`config.mk`:
```
export PLATFORM = sky130hd
export DESIGN_NAME = bdpsk_phase_gen_flat
export DESIGN_NICKNAME = d
export VERILOG_FILES = /design/src/rtl/bdpsk_phase_gen_if.sv /design/src/rtl/bdpsk_phase_gen.sv /design/src/flat_wrapper.sv
export SDC_FILE = /design/constraint.sdc
export NUM_CORES = 1
export LEC_CHECK = 0
export BUFFER_PORTS_ARGS = -buffer_cell sky130_fd_sc_hd__buf_4
export CAP_MARGIN = 20
export CORE_UTILIZATION = 40
export CTS_BUF_LIST = sky130_fd_sc_hd__clkbuf_16
export CTS_CLUSTER_DIAMETER = 120
export DETAILED_ROUTE_END_ITERATION = 6
export GPL_TIMING_DRIVEN = 0
export PLACE_DENSITY = 0.68
export SKIP_CTS_REPAIR_TIMING = 1
export SYNTH_ARGS = -nofsm -noshare
export SYNTH_HDL_FRONTEND = slang
export SYNTH_SLANG_ARGS = --single-unit
```
`constraint.sdc`:
```
create_clock -name clk -period 1.6 [get_ports clk]
set_input_delay 0.08 -clock clk [delete_from_list [all_inputs] [get_ports clk]]
set_output_delay 0.08 -clock clk [all_outputs]
set_load 0.05 [all_outputs]
```
`src/rtl/bdpsk_phase_gen_if.sv`:
```
// Bit-stream handshake between the data source and bdpsk_phase_gen.
//   bit_valid : source has a data bit on bit_in
//   bit_in    : raw data bit
//   bit_ready : phase generator can take a bit this cycle
// master = bit source, slave = phase generator.
interface bdpsk_phase_gen_if;
    logic bit_valid;
    logic bit_in;
    logic bit_ready;

    modport master (output bit_valid, output bit_in, input bit_ready);
    modport slave  (input bit_valid, input bit_in, output bit_ready);
endinterface

```
`src/rtl/bdpsk_phase_gen.sv`:
```
// BDPSK sine-LUT address generator.
// Takes serial bits over a valid/ready handshake, differentially encodes
// them and drives a 7-bit LUT address = phase + 64*diff_bit. Each symbol
// spans a whole number of carrier periods, so the phase accumulator is back
// at 0 on every symbol boundary and the carrier phase stays continuous.
//   clk, reset : clock, synchronous active-high reset
//   bit_if     : slave side of the bit handshake (bit_valid/bit_in/bit_ready)
//   address    : registered LUT address
//   sym_start  : high for the first sample of each symbol
//   diff_bit   : current differentially encoded bit
//   busy       : a symbol is being emitted
module bdpsk_phase_gen #(
    parameter int CYCLES_PER_SYMBOL = 4,
    parameter int PHASE_STEP        = 4
) (
    input  logic               clk,
    input  logic               reset,
    bdpsk_phase_gen_if.slave   bit_if,
    output logic [6:0]         address,
    output logic               sym_start,
    output logic               diff_bit,
    output logic               busy
);
    localparam int SYM_LEN = CYCLES_PER_SYMBOL * 128 / PHASE_STEP;
    localparam int CNT_W   = $clog2(SYM_LEN);
    localparam logic [CNT_W-1:0] LAST  = CNT_W'(SYM_LEN - 1);
    localparam logic [6:0]       STEP7 = 7'(PHASE_STEP);

    typedef enum logic {IDLE, RUN} state_t;

    state_t           state, state_n;
    logic [6:0]       phase, phase_n;
    logic [CNT_W-1:0] cnt, cnt_n;
    logic             hold_full, hold_full_n;
    logic             hold_bit, hold_bit_n;
    logic [6:0]       address_n;
    logic             sym_start_n, diff_n, busy_n;
    logic             xfer, start, start_bit;

    assign bit_if.bit_ready = !hold_full;
    assign xfer = bit_if.bit_valid && !hold_full;

    always_ff @(posedge clk) begin
        if (reset) begin
            state     <= IDLE;
            phase     <= '0;
            cnt       <= '0;
            hold_full <= 1'b0;
            hold_bit  <= 1'b0;
            address   <= '0;
            sym_start <= 1'b0;
            diff_bit  <= 1'b0;
            busy      <= 1'b0;
        end else begin
            state     <= state_n;
            phase     <= phase_n;
            cnt       <= cnt_n;
            hold_full <= hold_full_n;
            hold_bit  <= hold_bit_n;
            address   <= address_n;
            sym_start <= sym_start_n;
            diff_bit  <= diff_n;
            busy      <= busy_n;
        end
    end

    always_comb begin
        state_n     = state;
        phase_n     = phase;
        cnt_n       = cnt;
        hold_full_n = hold_full;
        hold_bit_n  = hold_bit;
        address_n   = address;
        sym_start_n = 1'b0;
        diff_n      = diff_bit;
        busy_n      = busy;
        start       = 1'b0;
        start_bit   = bit_if.bit_in;

        case (state)
            IDLE: begin
                address_n = '0;
                busy_n    = 1'b0;
                // Zero-latency start: the bit goes straight in, never via the holding register.
                if (xfer) start = 1'b1;
            end
            RUN: begin
                if (cnt != LAST) begin
                    cnt_n     = cnt + CNT_W'(1);
                    phase_n   = phase + STEP7;
                    address_n = phase + STEP7 + {diff_bit, 6'b0};
                    if (xfer) begin
                        hold_full_n = 1'b1;
                        hold_bit_n  = bit_if.bit_in;
                    end
                end else if (hold_full) begin
                    start       = 1'b1;
                    start_bit   = hold_bit;
                    hold_full_n = 1'b0;
                end else if (xfer) begin
                    start = 1'b1;
                end else begin
                    state_n   = IDLE;
                    address_n = '0;
                    busy_n    = 1'b0;
                    phase_n   = '0;
                    cnt_n     = '0;
                end
            end
            default: state_n = IDLE;
        endcase

        // Symbol start: phase restarts at 0, so the first sample is 0 or 64.
        if (start) begin
            diff_n      = diff_bit ^ start_bit;
            state_n     = RUN;
            phase_n     = '0;
            cnt_n       = '0;
            address_n   = {diff_n, 6'b0};
            sym_start_n = 1'b1;
            busy_n      = 1'b1;
        end
    end
endmodule
```
`src/flat_wrapper.sv`:
```
// flat-port wrapper written by rule: the top's interface ports become plain ports
module bdpsk_phase_gen_flat 
#(
    parameter int CYCLES_PER_SYMBOL = 4,
    parameter int PHASE_STEP        = 4
)
  (clk, reset, address, sym_start, diff_bit, busy, bit_if_bit_valid, bit_if_bit_in, bit_if_bit_ready);
  bdpsk_phase_gen_if bit_if_i ();
  input  logic clk;
  input  logic reset;
  output logic [6:0] address;
  output logic sym_start;
  output logic diff_bit;
  output logic busy;
  input wire logic [$bits(bit_if_i.bit_valid)-1:0] bit_if_bit_valid;
  input wire logic [$bits(bit_if_i.bit_in)-1:0] bit_if_bit_in;
  output wire logic [$bits(bit_if_i.bit_ready)-1:0] bit_if_bit_ready;
  assign bit_if_i.bit_valid = bit_if_bit_valid;
  assign bit_if_i.bit_in = bit_if_bit_in;
  assign bit_if_bit_ready = bit_if_i.bit_ready;
  bdpsk_phase_gen #(.CYCLES_PER_SYMBOL(CYCLES_PER_SYMBOL), .PHASE_STEP(PHASE_STEP)) u_core (.clk(clk), .reset(reset), .bit_if(bit_if_i), .address(address), .sym_start(sym_start), .diff_bit(diff_bit), .busy(busy));
endmodule
```
### Yosys cells after proc, flatten, opt, wreduce, memory -nomap -nowiden

Cells that the tools add are included.

* register bits after elaboration: 27
* bits of input ports: 4
* output and inout port bits: 11
* logic and storage cells: 60

* $add $sub $neg: 3
* equal/unequal tests: 11
* muxes and demuxes: 25
* bitwise gates (word level): 2
* reduce and logical (&&, ||, !) cells: 9

Operator list (count)
* 2-to-1 mux 7 bit: 6
* 2-to-1 mux 1 bit: 16
* inequality test 3 bit, second input constant: 5
* one-hot mux 7 bit (2 select lines): 1
* AND reduction 3 bit: 3
* inequality test 4 bit, second input constant: 2
* adder 7 x 1 -> 7 bit, second input constant: 1
* adder 7 x 3 -> 7 bit, second input constant: 1
* adder 7 bit: 1
* inequality test 7 bit, second input constant: 1
* AND reduction 2 bit: 3
* inequality test 2 bit, second input constant: 2
* one-hot mux 1 bit (2 select lines): 2
* inequality test 2 x 1 -> 1 bit, second input constant: 1
* OR reduction 2 bit: 1
* logical AND 1 bit: 1
* logical NOT 1 bit: 1
* NOT 1 bit: 1
* bitwise XOR 1 bit: 1

### Depth between registers and ports, before layout

* depth in word-level cells: 8
* mapped depth: 8
* depth with buffers taken out: 6

### Least setup slack after synthesis

OpenSTA, ideal clock, no wires.

* kind: flip-flop to flip-flop
* start point: register u_core.cnt[0]
* end point: register u_core.address[5]
* setup time: 0.070 ns
* arrival time: 1.604 ns
* data required time: 1.530 ns
* path slack: -0.074 ns
* cell stages (with the launch flop): 9
* buffers on the path: 2
* period minus slack after synthesis: 1.674 ns
* path through: dfxtp_1 > ha_1 > and3_1 > a41oi_2 > nor2_1 > or2_1 > buf_2 > buf_6 > a21oi_1

* cells in the longest elaborated chain, start to end: 4

RTL lines
* start: declaration: line bdpsk_phase_gen.sv:33 `logic [CNT_W-1:0] cnt, cnt_n;`
* start signal: assignment: line bdpsk_phase_gen.sv:57 `cnt <= cnt_n;`
* inequality test 7 bit (*): line bdpsk_phase_gen.sv:88 `if (cnt != LAST) begin`
* 2-to-1 mux 1 bit: line bdpsk_phase_gen.sv:88
* one-hot mux 1 bit (2 select lines): line bdpsk_phase_gen.sv:80 `case (state)`
* OR reduction 2 bit (no line)
* end signal: assignment: line bdpsk_phase_gen.sv:60 `address <= address_n;`
* end: declaration: line bdpsk_phase_gen.sv:19 `output logic [6:0] address,`

Mark *: on every way between the ends. The rest lies on a longest branch, timed or not.
A chain may end at the register's enable or synchronous reset.

### Worst setup path in the final report

* start point: register u_core.cnt[1]
* end point: register u_core.phase[2]

* cells in the longest elaborated chain, start to end: 4

RTL lines
* inequality test 7 bit (*): line bdpsk_phase_gen.sv:88
* 2-to-1 mux 1 bit: line bdpsk_phase_gen.sv:88
* one-hot mux 1 bit (2 select lines): line bdpsk_phase_gen.sv:80
* OR reduction 2 bit (no line)
* end signal: assignment: line bdpsk_phase_gen.sv:56 `phase <= phase_n;`
* end: declaration: line bdpsk_phase_gen.sv:32 `logic [6:0] phase, phase_n;`

Marks and branches as above.

==> metrics.md <==
| Metric | Value |
|---|---|
| Total placed instance area | roughly 0.0013 sq mm |
| Critical-path maximum fanout | 6 |
| Final setup violation count | 14 |
| Pin count of the biggest net entering global routing | 15 |
| Crit end category | flop |
| CTS sink count | 24 |
| Routed length per placed instance | approximately 14 um |
| Count of flip-flops with a built-in enable after synthesis | 0 |
| Number of distinct standard cells referenced by the synthesized netlist | 38 |
| Sum of internal, switching and leakage power | about 1.6 mW |
| Worst hold-check path type | input port to flop |
| Fill cell instance count of the final layout | about 220 |
| Number of flip-flops and latches in the synthesized netlist | 24 |
| Met2 Track Usage GR | roughly 29% |
| Result of the run | finished, violations left |
| Via count of the routed design | 959 |
| Leak | 0.5858 nW |
| Netlist Area Pre-Place | ~0.0011 sq mm |
| Endpoint of the worst hold-timing path | u_core.hold_bit |
| Final worst path period need | 1.684 ns |
| Layout cells sized above 1 | 40.00% |
| Wire length of the first global-routing pass | 3684 um |
| Number of cell rows | 18 |
| Max Cap Violations | 0 |
| Detail Placement HPWL | 1614 um |
| Starting utilization of the core area | a little over two fifths |
| Overflow left after global routing | 0 |
| DRC violations left | 0 |
| H-tree levels | 1 |
| Dominant cell type by area after synthesis | sky130_fd_sc_hd__dfxtp_1 |
| I/O pin cnt | 15 |
| Sequential element share of the synthesized area | between 40 and 50% |
| Critical register-to-register path endpoint | u_core.phase[2] |
| Standard cell core area | 0.002545 sq mm |
| Post-route worst hold slack | 0.07578 ns |
| Max Buffers Root-to-Sink | 2 |
| Area growth syn-to-layout | 38.86% |
| Startpoint of the most critical register-to-register path | u_core.cnt[1] |
| Die area | 0.002966 sq mm |
| Kind of launch point of the worst setup path | flop |
| Number of nets with antenna violations after detailed routing | 0 |
| Width of the chip | roughly 54 um |
| Synthesized instance count | 124 |
| Cell depth of the worst min-delay path | 3 |
| Violated checks | negative setup slack |
| Final Max Tran Viols | 0 |
| Critical path data arrival time | roughly 1.9 ns |
| Met1 capacity usage during global routing | between 20% and 30% |
| DRT Wirelength | between 2000 and 2500 um |
| Area share of the leading cell type in the synthesized netlist | 43.64% |
| Worst hold path startpoint | bit_if_bit_in |
| Worst Path Class, Setup | flop to flop |
| Total GRT Usage | approximately 18% |
| Vert. Die Dim | between 50 and 60 um |
| Setup WS pre-CTS | -0.1725 ns |
| Number of nets in the synthesized netlist | 130 |
| Placed insts | around 170 |
| Post-Synthesis Mean Instance Area | a little under 9 sq um |
| Worst Reg2Reg Path Length in Cells | 7 |
| Clk Tree Root Cell | sky130_fd_sc_hd__clkbuf_16 |
| Power density relative to cell area | 1046 mW/mm^2 |
| Most area-consuming cells after synthesis | sky130_fd_sc_hd__dfxtp_1 44%, sky130_fd_sc_hd__nor2_1 6.5%, sky130_fd_sc_hd__a21oi_1 5.9%, sky130_fd_sc_hd__nand2_1 3.8%, sky130_fd_sc_hd__mux2i_1 3.6% |
| Post-layout instance count excluding filler cells | between 150 and 200 |
| Final hold violations | 0 |
| Met3 Resource Use GR | roughly 2.5% |
| Reg-to-reg slack, setup | -0.08 ns |
| Number of warnings printed during yosys synthesis | 0 |
| Final setup slack of the worst path | -0.08421 ns |
| Latest clock arrival within the worst-skew pair | 0.25 ns |
| Initial drt markers | 11 |
| IR Drop Worst-Case VDD | between 0.8 and 0.9 mV |
| Detailed-route vias per instance | 5.480 |
| Worst Skew | 0.003301 ns |
| Worst Path Required | about 1.8 ns |
| Clock tree from TritonCTS | built |
| Via count of the first global-routing pass | 802 |
| Initial antenna violation count | 0 |
| Post-layout instance area | 0.001529 sq mm |
| Routability Congestion | approximately 0.76 |
| Most common cell after layout, fill and taps aside | sky130_fd_sc_hd__dfxtp_1 |
| Top_reg_cell synth | sky130_fd_sc_hd__dfxtp_1 |
| NumNets Final | around 150 |
| Diodes inserted | 0 |
| Setup repair after global routing missed its margin | yes |
| Most used routing layer | met2 |
| Number of detailed-routing iterations run before antenna repair | 4 |
| Highest achievable clock rate | slightly below 600 MHz |
| Port Buf Inserts | 13 |
| Leading cell types in the layout, fill and taps excluded | 21 x sky130_fd_sc_hd__dfxtp_1, 18 x sky130_fd_sc_hd__buf_4, 11 x sky130_fd_sc_hd__nand2_1, 11 x sky130_fd_sc_hd__a21oi_1, 11 x sky130_fd_sc_hd__nor2_1 |
| Final period util | 105.3% |
| TritonCTS buffer count | 3 |
| Fraction of registers with async set/reset | 0% |
| Clock transition at the registers of the reported paths | 0.06 ns |
worst max-delay path by stage:
stage / startpoint / slack [ns] / to
2_1_floorplan: u_core.cnt[1] / 0.01 / u_core.address[6]
3_3_place_gp: u_core.cnt[0] / -0.09 / u_core.phase[5]
3_5_place_dp: u_core.cnt[1] / -0.17 / u_core.address[6]
4_1_cts: u_core.cnt[1] / -0.22 / u_core.address[6]
5_1_grt: u_core.cnt[1] / -0.13 / u_core.phase[2]
6_report: u_core.cnt[1] / -0.08 / u_core.phase[2]
critical path, stage by stage (launching register included):
cell and delay [ns]:
sky130_fd_sc_hd__dfxtp_4 0.36, sky130_fd_sc_hd__ha_4 0.18, sky130_fd_sc_hd__and3_4 0.19, sky130_fd_sc_hd__a41oi_4 0.26, sky130_fd_sc_hd__nor2_2 0.08, sky130_fd_sc_hd__or2_4 0.31, sky130_fd_sc_hd__clkbuf_16 0.18, sky130_fd_sc_hd__nor2_4 0.07
routing by layer:
metal | part of all wire (%) | vias to the layer above
met2 | 52 | 13
met1 | 45 | 468
met4 | 0.56 | 0
met3 | 2.0 | 2
met5 | 0 | -
li1 | - | 476
per-stage QoR:
| stage | utilization (%) | TNS (ns) |
|---|---|---|
| CTS | 53.29 | -2.005 |
| global route | 60.08 | -1.783 |
| finish | 60.08 | -0.9633 |
| detailed placement | 49.16 | -1.472 |
| global placement | 49.16 | -0.9047 |
| floorplan | - | 0 |
flip-flops by register name, indices dropped and copies added, names as in the netlist:
register	cells
u_core.diff_bit	1
u_core.hold_bit	1
u_core.address	6
u_core.cnt	7
u_core.state	1
u_core.busy	1
u_core.sym_start	1
u_core.phase	5
u_core.hold_full	1
power by group:
group,switching (mW),internal (mW)
Combinational,0.155,0.103
Clock,0.208,0.497
Sequential,0.0178,0.619
Total,0.381,1.22
synth_stat cells, types with 3 or more instances:
cell,instances
sky130_fd_sc_hd__a21oi_1,13
sky130_fd_sc_hd__buf_6,3
sky130_fd_sc_hd__dfxtp_1,24
sky130_fd_sc_hd__mux2i_1,4
sky130_fd_sc_hd__nand2_1,11
sky130_fd_sc_hd__nand3_1,6
sky130_fd_sc_hd__nor2_1,19
sky130_fd_sc_hd__o21ai_0,4
sky130_fd_sc_hd__xnor2_1,3
cells by family after synthesis:
kind of cell / Yosys count / synth area share, %
buffers and inverters: 7 / 4.885
muxes: 4 / 3.637
AOI/OAI and AO/OA: 31 / 18.52
DFF: 24 / 43.64
xor gates and xnor gates: 4 / 3.182
adders and majority gates: 2 / 2.272
and+or+nand+nor: 51 / 23.52
other: 1 / 0.3406
layout make-up:
cell class	count	area, sq um	area share (%)
multi-input combinational	93	694.4	45.42
sequential	24	486.7	31.83
timing repair buffer	19	163.9	10.72
clock buffer	3	75.07	4.910
buffer	4	37.54	2.455
tap	30	37.54	2.455
clock inverter	1	30.03	1.964
inverter	1	3.754	0.2455
Power figures use the tool's default switching activity.
